--- src/rtl/tetris_pkg.sv ---
// Shared types and helpers for the line-clear sequencer.
package tetris_pkg;
    localparam int GRID_ROWS = 22;
    localparam int GRID_COLS = 10;

    typedef logic [GRID_ROWS-1:0][GRID_COLS-1:0] grid_t;

    typedef enum logic [1:0] {
        CLR_IDLE,
        CLR_SCAN,
        CLR_SHIFT,
        CLR_COMMIT
    } clr_state_e;

    // Classic scoring; four or more lines all earn the tetris bonus.
    function automatic logic [10:0] line_points(input logic [4:0] k);
        case (k)
            5'd0:    line_points = 11'd0;
            5'd1:    line_points = 11'd40;
            5'd2:    line_points = 11'd100;
            5'd3:    line_points = 11'd300;
            default: line_points = 11'd1200;
        endcase
    endfunction
endpackage

--- src/rtl/tetris_line_clear_ctrl_if.sv ---
// Game-FSM <-> line-clear sequencer signal bundle.
interface tetris_line_clear_ctrl_if #(
    parameter int ARRAY_ROWS = 22,
    parameter int COLS       = 10,
    parameter int SCORE_W    = 20
);
    logic                             start_i;
    logic                             new_game_i;
    logic [ARRAY_ROWS-1:0][COLS-1:0]  grid_i;
    logic [ARRAY_ROWS-1:0][COLS-1:0]  grid_o;
    logic                             grid_we_o;
    logic                             busy_o;
    logic                             done_o;
    logic [4:0]                       lines_cleared_o;
    logic [11:0]                      total_lines_o;
    logic [SCORE_W-1:0]               score_o;

    modport master (
        output start_i, new_game_i, grid_i,
        input  grid_o, grid_we_o, busy_o, done_o, lines_cleared_o, total_lines_o, score_o
    );
    modport slave (
        input  start_i, new_game_i, grid_i,
        output grid_o, grid_we_o, busy_o, done_o, lines_cleared_o, total_lines_o, score_o
    );
endinterface

--- src/rtl/tetris_score_acc.sv ---
// Saturating score and running line-total accumulators.
module tetris_score_acc
    import tetris_pkg::*;
#(
    parameter int SCORE_W = 20
) (
    input  logic               clk,
    input  logic               reset,
    input  logic               commit,
    input  logic               clear,
    input  logic [4:0]         k,
    output logic [11:0]        total,
    output logic [SCORE_W-1:0] score
);
    logic [12:0]        total_sum;
    logic [SCORE_W:0]   score_sum;

    assign total_sum = {1'b0, total} + 13'(k);
    assign score_sum = {1'b0, score} + (SCORE_W+1)'(line_points(k));

    always_ff @(posedge clk) begin
        if (reset || clear) begin
            total <= '0;
            score <= '0;
        end else if (commit) begin
            total <= total_sum[12] ? '1 : total_sum[11:0];
            score <= score_sum[SCORE_W] ? '1 : score_sum[SCORE_W-1:0];
        end
    end
endmodule

--- src/rtl/tetris_line_clear_ctrl.sv ---
// Bottom-up full-row scan and collapse over a snapshot of the stored grid.
module tetris_line_clear_ctrl
    import tetris_pkg::*;
#(
    parameter int ROWS       = 20,
    parameter int ARRAY_ROWS = 22,
    parameter int COLS       = 10,
    parameter int SCORE_W    = 20
) (
    input  logic                       clk,
    input  logic                       reset,
    tetris_line_clear_ctrl_if.slave    bus
);
    localparam int RW = $clog2(ROWS);

    clr_state_e                       state;
    logic [ARRAY_ROWS-1:0][COLS-1:0]  work;
    logic [RW-1:0]                    row;
    logic [4:0]                       k;
    logic [4:0]                       lines;
    logic                             commit;

    // new_game outranks the commit, so the strobe is masked in that cycle.
    assign commit             = (state == CLR_COMMIT) && !bus.new_game_i;
    assign bus.grid_o         = work;
    assign bus.grid_we_o      = commit;
    assign bus.done_o         = commit;
    assign bus.busy_o         = (state != CLR_IDLE);
    assign bus.lines_cleared_o = lines;

    always_ff @(posedge clk) begin
        if (reset) begin
            state <= CLR_IDLE;
            work  <= '0;
            row   <= '0;
            k     <= '0;
            lines <= '0;
        end else if (bus.new_game_i) begin
            state <= CLR_IDLE;
            lines <= '0;
        end else begin
            case (state)
                CLR_IDLE: if (bus.start_i) begin
                    work  <= bus.grid_i;
                    row   <= RW'(ROWS-1);
                    k     <= '0;
                    lines <= '0;
                    state <= CLR_SCAN;
                end
                CLR_SCAN: begin
                    if (&work[row])      state <= CLR_SHIFT;
                    else if (row == '0)  state <= CLR_COMMIT;
                    else                 row   <= row - 1'b1;
                end
                CLR_SHIFT: begin
                    // Collapse rows 0..row down by one; row is re-scanned next.
                    for (int i = 1; i < ROWS; i++)
                        if (i <= int'(row)) work[i] <= work[i-1];
                    work[0] <= '0;
                    k       <= (k == 5'd31) ? k : k + 1'b1;
                    state   <= CLR_SCAN;
                end
                CLR_COMMIT: begin
                    lines <= k;
                    state <= CLR_IDLE;
                end
                default: state <= CLR_IDLE;
            endcase
        end
    end

    tetris_score_acc #(.SCORE_W(SCORE_W)) u_score (
        .clk    (clk),
        .reset  (reset),
        .commit (commit),
        .clear  (bus.new_game_i),
        .k      (k),
        .total  (bus.total_lines_o),
        .score  (bus.score_o)
    );
endmodule

--- src/flat_wrapper.sv ---
// flat-port wrapper written by rule: the top's interface ports become plain ports
module tetris_line_clear_ctrl_flat import tetris_pkg::*;
#(
    parameter int ROWS       = 20,
    parameter int ARRAY_ROWS = 22,
    parameter int COLS       = 10,
    parameter int SCORE_W    = 20
)
  (clk, reset, bus_start_i, bus_new_game_i, bus_grid_i, bus_grid_o, bus_grid_we_o, bus_busy_o, bus_done_o, bus_lines_cleared_o, bus_total_lines_o, bus_score_o);
  tetris_line_clear_ctrl_if #(.ARRAY_ROWS(ARRAY_ROWS), .COLS(COLS), .SCORE_W(SCORE_W)) bus_i ();
  input  logic clk;
  input  logic reset;
  input wire logic [$bits(bus_i.start_i)-1:0] bus_start_i;
  input wire logic [$bits(bus_i.new_game_i)-1:0] bus_new_game_i;
  input wire logic [$bits(bus_i.grid_i)-1:0] bus_grid_i;
  output wire logic [$bits(bus_i.grid_o)-1:0] bus_grid_o;
  output wire logic [$bits(bus_i.grid_we_o)-1:0] bus_grid_we_o;
  output wire logic [$bits(bus_i.busy_o)-1:0] bus_busy_o;
  output wire logic [$bits(bus_i.done_o)-1:0] bus_done_o;
  output wire logic [$bits(bus_i.lines_cleared_o)-1:0] bus_lines_cleared_o;
  output wire logic [$bits(bus_i.total_lines_o)-1:0] bus_total_lines_o;
  output wire logic [$bits(bus_i.score_o)-1:0] bus_score_o;
  assign bus_i.start_i = bus_start_i;
  assign bus_i.new_game_i = bus_new_game_i;
  assign bus_i.grid_i = bus_grid_i;
  assign bus_grid_o = bus_i.grid_o;
  assign bus_grid_we_o = bus_i.grid_we_o;
  assign bus_busy_o = bus_i.busy_o;
  assign bus_done_o = bus_i.done_o;
  assign bus_lines_cleared_o = bus_i.lines_cleared_o;
  assign bus_total_lines_o = bus_i.total_lines_o;
  assign bus_score_o = bus_i.score_o;
  tetris_line_clear_ctrl #(.ROWS(ROWS), .ARRAY_ROWS(ARRAY_ROWS), .COLS(COLS), .SCORE_W(SCORE_W)) u_core (.clk(clk), .reset(reset), .bus(bus_i));
endmodule
--- config.mk ---
export PLATFORM = sky130hd
export DESIGN_NAME = tetris_line_clear_ctrl_flat
export DESIGN_NICKNAME = d
export VERILOG_FILES = /design/src/rtl/tetris_pkg.sv /design/src/rtl/tetris_line_clear_ctrl_if.sv /design/src/rtl/tetris_score_acc.sv /design/src/rtl/tetris_line_clear_ctrl.sv /design/src/flat_wrapper.sv
export SDC_FILE = /design/constraint.sdc
export NUM_CORES = 1
export LEC_CHECK = 0
export ABC_AREA = 1
export BUFFER_PORTS_ARGS = -buffer_cell sky130_fd_sc_hd__buf_2
export CAP_MARGIN = 5
export CORE_AREA = 2 2 191 193
export CTS_CLUSTER_SIZE = 8
export DETAILED_ROUTE_END_ITERATION = 10
export DIE_AREA = 0 0 193 195
export GPL_ROUTABILITY_DRIVEN = 0
export PLACE_DENSITY = 0.74
export RECOVER_POWER = 25
export SLEW_MARGIN = 20
export SYNTH_ARGS = -nofsm -noshare
export SYNTH_HDL_FRONTEND = slang
export SYNTH_HIERARCHICAL = 1
export SYNTH_SLANG_ARGS = --single-unit
--- constraint.sdc ---
create_clock -name clk -period 2.4 [get_ports clk]
set_input_delay 0.36 -clock clk [delete_from_list [all_inputs] [get_ports clk]]
set_output_delay 0.36 -clock clk [all_outputs]
set_load 0.01 [all_outputs]
==> impl_results.md, run 1 <==
* Multi-input gate area at 7896 um2
* Post-Route WL at 67190 um
* Power per standard cell area at 688.6 nW/um2
* Slowest CP cell: o21ai_0
* Core Box Area at 35400 um2
* Chip width at 193 um
* # nets final at 2957
* 1st-pass router iterations at 6
* First-pass GRT wire length at 99060 um
* Cells along the critical path: inv_4, buf_12, nand2_1, nand3_1, nand2_1, o21ai_0, nand3_1, nand3_1, nor2_2, nand2_4, nand2_4, nand2_4, nand2_1, a21oi_2
* CP endpoint kind: register
* Area Overhead vs Synth at 25.57%
* # DRC at 0
* Die H at 195 um
* Worst EP required at 2.88 ns
* Placed wire-length estimate at 49750 um
* Placed Cells incl. Taps at 3126
* Unique masters post-synth at 44
* Filler cell count at 3576
* Most frequent cells in the layout: nand2_1, buf_2, dfxtp_1, o21ai_0, inv_1
* Setup repair after global routing missed its margin: no
* Worst VDD drop at 0.0004724 V
* Leakage at 8.711 nW
* Fraction of layout cells with a size suffix above 1 at 19.59%
* Die footprint at 37640 um2
* Cells after synthesis at 2285
* Non-filler instance count after layout at 3180
* Yosys reg bits at 268
* Initial DRC count at 2262
* Initial antenna violation count at 7
* CP Class: register to register
* Clock Latency Late Sink at 0.57 ns
* Syn Nets at 2531
* Total CTS buffers at 39
* Worst EP arrival at 2.77 ns
* Wire length per cell at 21.13 um
* Post-layout min period at 2.289 ns
* Mapped Area at 14860 um2
* Worst-case clock buffer depth at 3
* Outcome: finished clean
* Max cap viols at 0
* Hold Fails Final Rpt at 0
* Commonest non-fill, non-tap cell in the layout: nand2_1
* Clk_skew at 0.02517 ns
* HP Class: input pin to register
* Number of global-route vias before repair at 16.93k
* Mapped Avg Cell Area at 6.504 um2
* Starting Density at 41.99%
* Ys Warns at 6
* H-tree levels at 2
* Worst rel slew slack at 33.64%
* Post-route ant nets at 0
* Slew at the pin closest to its max-slew limit at 0.9954 ns
* CTS Hold Bufs at 0
* Register Area at 5374 um2
* Site Rows at 69
* Sequential share of the synthesized area at 36.10%
* Fmax at 436.8 MHz
* Root Driver: clkbuf_16
* Final core utilization at 52.72%
* Pin count of the biggest net entering global routing at 106
* Fin Hold WS at 0.04180 ns
* Final setup viols at 0
* CP Max Fanout at 23
* Worst-path clk slew at 0.06 ns
* Final TNS setup at 0 ns
* Number of buffers added on ports at 483
* Critical path's largest stage delay at 0.39 ns
* Gr usage total at 34.16%
* I/O pin count at 484
* Vias per cell at 5.765
* Total number of vias at 18.33k
* CP Launch Type: register
* Family with the most delay on the worst path: simple AND/OR/NAND/NOR gates
* Buffers & Inverters on Critical Path at 2
* Slew Viols, Final at 0
* Sinks on the clock net at 268
* Tcrit/Tclk final at 95.38%
* Overflow after GRT at 0
* CTS tree: done
[worst reg2reg max path: cells and delay by family (launching register included)]
| family | cells | cell delay [ns] |
|---|---|---|
| flops | 1 | 0.37 |
| compound gates | 2 | 0.53 |
| buf+inv | 2 | 0.42 |
| simple gates | 10 | 0.89 |
[metrics by stage]
step                total power (W)  worst slack [ns]  instance area [um2]
finish                      0.01285            0.1109                18660
global route                0.01330          0.009366                18660
CTS                         0.01280           0.07018                18710
detailed placement         0.007850           0.09239                17670
global placement           0.007820            0.1185                17670
floorplan                  0.006609            0.3730                14860
[power by group]
part	switching [W]	internal [W]	leakage, nW
clock network	0.00210	0.00290	0.510
registers	0.000507	0.00479	2.20
logic	0.00164	0.000918	6.00
[logic make-up (layout without fill, tap and decap cells)]
family,Yosys count,count (layout),share of synthesized area [%]
AO/OA/AOI/OAI,573,573,22.03
buffers and inverters,399,829,11.16
AND/OR/NAND/NOR,1011,1011,28.05
adder cells (fa/ha/maj),22,22,1.953
other,0,4,0
flip-flops,268,268,36.10
XOR/XNOR,12,12,0.7072
[timing repair]
| action | CTS | global route |
|---|---|---|
| endpoints found under the setup margin | 0 | 72 |
| resized for setup | 0 | 27 |
| buffers inserted | 0 | 1 |
[flip-flops by register name (all words and copies together) (netlist names)]
signal,flops
u_core/bus.grid_o,220
u_core/bus.lines_cleared_o,5
u_core/k,5
u_core/row,5
u_core/state,2
u_core/u_score/score,19
u_core/u_score/total,12
[layer usage]
metal  up-vias  GRT usage, %  part of all wire (%)
li1       8395             -                     -
met1      8403         43.86                    39
met2      1312         54.97                    46
met3       216         7.369                    11
met4         8         14.96                   4.5
met5         -             0                 0.085
[Yosys cell counts (all sizes together)]
library cell | instances | area (um2)
nand2 | 728 | 2770
ha | 20 | 250.2
a211oi | 2 | 15.01
xnor2 | 8 | 70.07
clkinv | 1 | 3.750
nand3b | 5 | 37.54
a21oi | 66 | 337.8
a22oi | 3 | 22.52
o21a | 1 | 7.510
o311ai | 1 | 8.760
o211a | 1 | 10.01
inv | 237 | 894.6
nand3 | 122 | 628.1
clkbuf | 113 | 424.2
buf | 48 | 335.3
a31oi | 193 | 1207
nor4 | 4 | 37.53
or2 | 16 | 100.1
o31ai | 2 | 15.01
xor2 | 4 | 35.03
nor3 | 13 | 65.06
nand4 | 10 | 62.56
dfxtp | 268 | 5365
nor2 | 113 | 467.9
fa | 2 | 40.04
a21boi | 1 | 11.26
o21ai | 254 | 1271
o211ai | 49 | 367.9
[worst paths after layout]
check | startpoint | end | slack [ns] | cells past startpoint
setup reg to reg | u_core/row[0]$_SDFFE_PP0P_ | u_core/row[2]$_SDFFE_PP0P_ | 0.11 | 14
hold reg to reg | u_core/u_score/score[0]$_SDFFE_PP0P_ | u_core/u_score/score[0]$_SDFFE_PP0P_ | 0.46 | 2
setup / recovery | u_core/row[0]$_SDFFE_PP0P_ | u_core/row[2]$_SDFFE_PP0P_ | 0.11 | 14
hold / removal | bus_grid_i[8] | u_core/bus.grid_o[8]$_SDFFE_PP0P_ | 0.04 | 3
[area by class of cell]
class                           instances  area share [%]
Sequential cell                       268           28.80
Multi-Input combinational cell       1618           42.31
Tap cell                              461           3.091
Clock inverter                          4          0.3084
Antenna cell                            4         0.05364
Clock buffer                           41           5.270
Inverter                              238           4.948
Timing Repair Buffer                  542           15.07
Timing Repair inverter                  4          0.1475
No activity file was read; power rests on OpenSTA's default activity.
==> run 2: changes to the inputs <==
ABC_AREA = unset   (was 1)
CORE_AREA = 2 2 187 189   (was 2 2 191 193)
DIE_AREA = 0 0 189 191   (was 0 0 193 195)
PLACE_DENSITY = 0.75   (was 0.74)
==> run 2 against run 1 <==
  * The run now ends with setup timing left
  * Synthesized area down 3.8%
  * Sequential cell count stayed put
  * Clock-buffer cell count is 5 higher
  * Highest routed layer is now met4
  * Non-clock buffer count rose by 143
  * Critical path depth is 5 lower
  * First-iteration DRC count is 23% lower
  * Synthesized cell count is 22% lower
  * Cell area is 4.7% higher
  * Clock skew fell by 0.0070 ns
  * Cell count shrank 12%
  * Fmax shrank 10%
  * Via count decreased by 7.5%
==> impl_results.md, run 2 <==
* Fraction of layout cells with a size suffix above 1 at 31.15% (+12 points)
* Final setup viols at 10 (+10)
* Outcome: complete, but fails checks
* Max FFs per register at 220 (unchanged)
* Syn Nets at 2019 (-20%)
* Number of synthesized flops with an enable pin at 0 (unchanged)
* Post-route cell area at 19540 um2 (+4.7%)
* # DRC at 0 (unchanged)
* Worst-case clock buffer depth at 3 (unchanged)
* Adder-Cell Fraction of Synth Area at 2.031% (+0.078 points)
* CTS tree: done
* Most frequent cells in the layout: nand2_1, buf_2, dfxtp_1, nor2_1, a311oi_1
* Final worst setup slack at -0.1550 ns (-0.2659 ns)
* Synth top cells by count: nand2_1, dfxtp_1, nor2_1
* Overflow after GRT at 0 (unchanged)
* Sinks on the clock net at 268 (unchanged)
* R2r startpoint: u_core/row[1]$_SDFFE_PP0P_
* R2r endpoint: u_core/row[1]$_SDFFE_PP0P_
* Post-synthesis compound-gate area fraction at 21.99% (-0.044 points)
* Power per standard cell area at 652.8 nW/um2 (-5.2%)
* Async SR Flop Fraction at 0% (unchanged)
* Unique masters post-synth at 89 (+100%)
* Starting Density at 41.90% (-0.091 points)
* Commonest non-fill, non-tap cell in the layout: nand2_1
* Failing checks: setup timing
* Largest area contributor in the netlist: dfxtp_1
* Die footprint at 36100 um2 (-4.1%)
* Post-layout min period at 2.555 ns (+0.2658 ns)
* Max cap viols at 0 (unchanged)
* Hold path start: bus_grid_i[209]
* CP Launch Type: register
* Post-synth top flop: dfxtp_1
* Hold path cells at 3 (unchanged)
* Pin count of the biggest net entering global routing at 128 (+21%)
* Setup repair after global routing missed its margin: yes
* Yosys reg bits at 268 (unchanged)
* Worst-path clk slew at 0.05 ns (about the same)
* Worst EP required at 2.79 ns (-0.09 ns)
* Root Driver: clkbuf_16
* Post-Route WL at 66590 um (-0.89%)
* Worst EP arrival at 2.95 ns (+0.18 ns)
* Final TNS setup at -0.6121 ns (-0.6121 ns)
* Number of global-route vias before repair at 15.90k (-6.0%)
* Hold Fails Final Rpt at 0 (unchanged)
* Synth top area cells: dfxtp_1, nand2_1, a311oi_1, nor2_1, clkbuf_1
* Flop-to-flop setup slack at -0.15 ns (-0.27 ns)
* CP endpoint kind: register
* CP Max Fanout at 5 (-78%)
* Clock Latency Late Sink at 0.54 ns (-0.03 ns)
* I/O pin count at 484 (unchanged)
* # nets final at 2588 (-12%)
* Final core utilization at 57.26% (+4.5 points)
* Gr usage total at 34.47% (+0.30 points)
* Area share of xor/xnor cells in the synthesized design at 0.8578% (+0.15 points)
* Share of the synthesized area in the top cell type at 37.54% (+1.4 points)
* Vias per cell at 6.050 (+4.9%)
* Area post-placement at 18100 um2 (+2.5%)
* Leakage at 8.308 nW (-4.6%)
* Chip width at 189 um (-2.1%)
* Initial DRC count at 1752 (-23%)
* Slew at the pin closest to its max-slew limit at 0.6799 ns (-0.3155 ns)
* Number of buffers added on ports at 483 (unchanged)
* Total number of vias at 16.97k (-7.5%)
* Placed wire-length estimate at 49640 um (-0.24%)
* Site Rows at 68 (-1.4%)
* Clk_skew at 0.01822 ns (-0.006951 ns)
* Post-route ant nets at 0 (unchanged)
* Mapped Avg Cell Area at 8.062 um2 (+24%)
* Multiplexer share of the synthesized area at 8.500% (+8.5 points)
* Pre-CTS setup slack at -0.2395 ns (-0.3319 ns)
* Die H at 191 um (-2.1%)
* CP Class: register to register
* Ys Warns at 6 (unchanged)
* HP Class: input pin to register
* Slew Viols, Final at 0 (unchanged)
* Tcrit/Tclk final at 106.5% (+11 points)
* Worst reg2reg path depth at 9 (-5)
* First-pass GRT wire length at 95590 um (-3.5%)
* Fmax at 391.4 MHz (-10%)
* Initial antenna violation count at 3 (-4)
* Combinational family with the most area after synthesis: simple AND/OR/NAND/NOR gates
* H-tree levels at 2 (unchanged)
* Top-count cell post-synth: nand2_1
* Worst rel slew slack at 54.33% (+21 points)
* Hold Path End: u_core/bus.grid_o[209]$_SDFFE_PP0P_
* Cells after synthesis at 1773 (-22%)
* Mapped Area at 14290 um2 (-3.8%)
* Sequential share of the synthesized area at 37.54% (+1.4 points)
* Wire length per cell at 23.75 um (+12%)
* Simple-gate share of the synthesized area at 22.96% (-5.1 points)
* Core Box Area at 34120 um2 (-3.6%)
* Area Overhead vs Synth at 36.68%
* Total CTS buffers at 39 (unchanged)
* Worst VDD drop at 0.0004779 V (+1.2%)
* Total Power at 0.01275 W (-0.76%)
* 1st-pass router iterations at 6 (unchanged)
[run 2: changes by cell type in the layout (fill, tap and decap cells not counted), moves of 36 or more]
cell      delta
o21ai_0    -206
mux2i_1     +36
a311oi_1   +192
nand3_1     -95
nand2_1    -261
buf_4      +122
o211ai_1    -39
inv_1      -206
nor2_1     +128
a31oi_1    -186
[run 2: final cells by class]
type / instances / area (um2)
antenna: 2 / 5.005
clock buffer: 46 / 1045
fill: 3131 / 14580
inverter: 17 / 71.32
multi-input combinational: 1331 / 8411
sequential: 268 / 5385
tap: 455 / 569.3
timing repair buffer: 685 / 4050
[run 2: critical path, cell delays in order (launching register included)]
cell	delay, ns
dfxtp_4	0.42
buf_8	0.16
mux4_2	0.49
mux2_4	0.31
a32oi_2	0.20
nand3_1	0.13
o221a_4	0.15
and4b_2	0.27
nor2_1	0.16
a311oi_2	0.12
[run 2: repair_timing]
action,in CTS,in global routing
endpoints found under the setup margin,26,75
gates cloned,0,2
setup buffers,10,5
hold buffers,0,0
pin swaps,18,25
resized for setup,35,53
[run 2: cell families (layout without fill, tap and decap cells)]
kind of cell	Yosys count	count (layout)
compound gates	414	414
mux	83	83
simple gates	798	798
flops	268	268
buf+inv	174	748
fa+ha+maj	22	22
xor+xnor	14	14
other cells	0	2
[run 2: through the flow]
stage               std cells  hold slack (ns)
floorplan                1773           0.4815
global placement         2739           0.4511
detailed placement       2739           0.4720
CTS                      2795          0.05802
global route             2804          0.07841
finish                   2804          0.07106
[run 2: layer usage]
metal	wire length, um	track usage, %	share of wire (%)
met1	25310	43.44	38
met5	0	0	0
met4	4204	19.71	6.3
met2	30490	55.64	46
met3	6582	6.113	9.9
[run 2: how the worst max path moves through the flow]
stage / from / endpoint / slack (ns) / cells past startpoint
3_3_place_gp: u_core/row[2]$_SDFFE_PP0P_ / u_core/row[0]$_SDFFE_PP0P_ / -0.15 / 8
2_1_floorplan: u_core/k[3]$_SDFFE_PP0P_ / u_core/u_score/score[19]$_SDFFE_PP0P_ / 0.01 / 11
5_1_grt: u_core/row[1]$_SDFFE_PP0P_ / u_core/row[1]$_SDFFE_PP0P_ / -0.21 / 9
3_5_place_dp: u_core/row[2]$_SDFFE_PP0P_ / u_core/row[0]$_SDFFE_PP0P_ / -0.24 / 8
6_report: u_core/row[1]$_SDFFE_PP0P_ / u_core/row[1]$_SDFFE_PP0P_ / -0.15 / 9
4_1_cts: u_core/row[1]$_SDFFE_PP0P_ / u_core/row[0]$_SDFFE_PP0P_ / -0.06 / 10
[run 2: power by group]
| part | internal (W) | switching (W) | total (W) |
|---|---|---|---|
| Combinational | 0.00117 | 0.00149 | 0.00265 |
| Sequential | 0.00473 | 0.000400 | 0.00513 |
| Clock | 0.00300 | 0.00196 | 0.00496 |
| Total | 0.00890 | 0.00385 | 0.0128 |
==> run 3: changes to the inputs <==
MAX_ROUTING_LAYER = met4   (was unset)
==> run 3 against run 2 <==
  * The run still ends with setup timing left
  * Clock power about the same
  * Fmax is 0.52% lower
  * Utilization hardly changed
  * Critical path type unchanged
  * Sequential power barely moved
  * Cell count did not move
  * Via count rose by 0.38%
  * Power barely moved
  * First-iteration DRC count grew 5.1%
==> impl_results.md, run 3 (synthesis results as in run 2) <==
* Worst EP required at 2.80 ns (about the same)
* Max cap viols at 0 (unchanged)
* Hold path cells at 3 (unchanged)
* Worst-path clk slew at 0.05 ns (about the same)
* Worst EP arrival at 2.96 ns (about the same)
* Slew at the pin closest to its max-slew limit at 0.6788 ns (-0.001053 ns)
* Tcrit/Tclk final at 107.0% (+0.56 points)
* Failing checks: setup timing
* Area Overhead vs Synth at 36.77% (about the same)
* Post-Route WL at 66810 um (+0.33%)
* First-pass GRT wire length at 95610 um (about the same)
* Starting Density at 41.90% (unchanged)
* Number of buffers added on ports at 483 (unchanged)
* Worst reg2reg path depth at 9 (unchanged)
* Overflow after GRT at 0 (unchanged)
* Die H at 191 um (unchanged)
* Fraction of layout cells with a size suffix above 1 at 31.23% (+0.085 points)
* Wire length per cell at 23.83 um (+0.33%)
* Fmax at 389.3 MHz (-0.52%)
* Slew Viols, Final at 0 (unchanged)
* Pre-CTS setup slack at -0.2395 ns (unchanged)
* Gr usage total at 35.54% (+1.1 points)
* Placed wire-length estimate at 49640 um (unchanged)
* H-tree levels at 2 (unchanged)
* # DRC at 0 (unchanged)
* Worst-case clock buffer depth at 3 (unchanged)
* Initial DRC count at 1841 (+5.1%)
* Hold Fails Final Rpt at 0 (unchanged)
* Vias per cell at 6.073 (+0.38%)
* Die footprint at 36100 um2 (unchanged)
* CP Launch Type: register
* Sinks on the clock net at 268 (unchanged)
* 1st-pass router iterations at 7 (+1)
* Clock Latency Late Sink at 0.54 ns (about the same)
* CTS Hold Bufs at 0 (unchanged)
* Initial antenna violation count at 3 (unchanged)
* Most frequent cells in the layout: nand2_1, buf_2, dfxtp_1, nor2_1, a311oi_1
* Total CTS buffers at 39 (unchanged)
* Power per standard cell area at 652.3 nW/um2 (about the same)
* Setup repair after global routing missed its margin: yes
* I/O pin count at 484 (unchanged)
* # nets final at 2588 (unchanged)
* Total number of vias at 17.03k (+0.38%)
* Leakage at 8.316 nW (about the same)
* Final TNS setup at -0.6211 ns (-0.008925 ns)
* CP endpoint kind: register
* Filler cell count at 3127 (-0.13%)
* Commonest non-fill, non-tap cell in the layout: nand2_1
* Site Rows at 68 (unchanged)
* Post-route ant nets at 0 (unchanged)
* Placed Cells incl. Taps at 2739 (unchanged)
* Clk_skew at 0.01777 ns (-0.0004545 ns)
* CP Class: register to register
* Root Driver: clkbuf_16
* CP Max Fanout at 5 (unchanged)
* Post-layout min period at 2.568 ns (+0.01347 ns)
* Chip width at 189 um (unchanged)
* Register Area at 5385 um2 (unchanged)
* Final worst setup slack at -0.1685 ns (-0.01347 ns)
* Worst rel slew slack at 54.40% (+0.071 points)
* Multi-input gate area at 8421 um2 (+0.12%)
* Non-filler instance count after layout at 2804 (unchanged)
* Number of global-route vias before repair at 15.88k (-0.17%)
* Worst VDD drop at 0.0004841 V (+1.3%)
* Total Power at 0.01275 W (about the same)
* Pin count of the biggest net entering global routing at 128 (unchanged)
* Max FFs per register at 220 (unchanged)
* Final core utilization at 57.30% (about the same)
* Outcome: complete, but fails checks
* Final setup viols at 9 (-1)
* Core Box Area at 34120 um2 (unchanged)
* HP Class: input pin to register
* CTS tree: done
run 3: cell count changes in the layout (fill, tap and decap cells not counted):
cell      change
a21oi_1       +1
o21a_1        -1
clkbuf_1      -1
a21oi_2       -1
a311oi_1      -1
o21a_4        +1
buf_4         +1
a311oi_2      +1
run 3: routing by layer:
metal / track usage [%] / up-vias / routed length (um)
met4: 18.54 / 0 / 3895
met5: - / - / 0
li1: - / 7534 / -
met2: 56.23 / 1214 / 30800
met1: 43.97 / 8020 / 25480
met3: 5.434 / 261 / 6637
run 3: path summary, 6_finish.rpt:
check | start | end | slack [ns]
max | u_core/row[1]$_SDFFE_PP0P_ | u_core/row[1]$_SDFFE_PP0P_ | -0.17
min | bus_grid_i[219] | u_core/bus.grid_o[219]$_SDFFE_PP0P_ | 0.07
max reg2reg | u_core/row[1]$_SDFFE_PP0P_ | u_core/row[1]$_SDFFE_PP0P_ | -0.17
min reg2reg | u_core/u_score/score[0]$_SDFFE_PP0P_ | u_core/u_score/score[0]$_SDFFE_PP0P_ | 0.48
run 3: through the flow:
stage | hold WS, ns | cell area (um2)
after floorplan | 0.4815 | 14300
after global placement | 0.4511 | 18100
after detailed placement | 0.4720 | 18100
after CTS | 0.05802 | 19390
after global routing | 0.07592 | 19550
final | 0.06934 | 19550
run 3: layout make-up:
class / count / area share [%]
multi-input cells: 1331 / 43.07
flip-flops and latches: 268 / 27.55
repair buffers: 685 / 20.74
clock buffers: 46 / 5.344
well taps: 455 / 2.912
inverters: 17 / 0.3648
diodes: 2 / 0.02560
run 3: where the power goes:
part | internal (W) | total (W) | switching [W]
Clock | 0.00300 | 0.00496 | 0.00196
Sequential | 0.00473 | 0.00514 | 0.000402
Combinational | 0.00117 | 0.00266 | 0.00149
Total | 0.00890 | 0.0128 | 0.00385
run 3: timing repair:
item | 4_1_cts | 5_1_grt
gates resized for setup | 35 | 54
gates cloned | 0 | 1
pin swaps | 18 | 25
buffers inserted | 10 | 6
endpoints found under the setup margin | 26 | 75
run 3: critical path: stages, from the launching register on:
cell and delay (ns):
dfxtp_4 0.41, buf_8 0.16, mux4_2 0.49, mux2_4 0.31, a32oi_2 0.20, nand3_1 0.14
o221a_4 0.15, and4b_2 0.27, nor2_1 0.17, a311oi_2 0.12
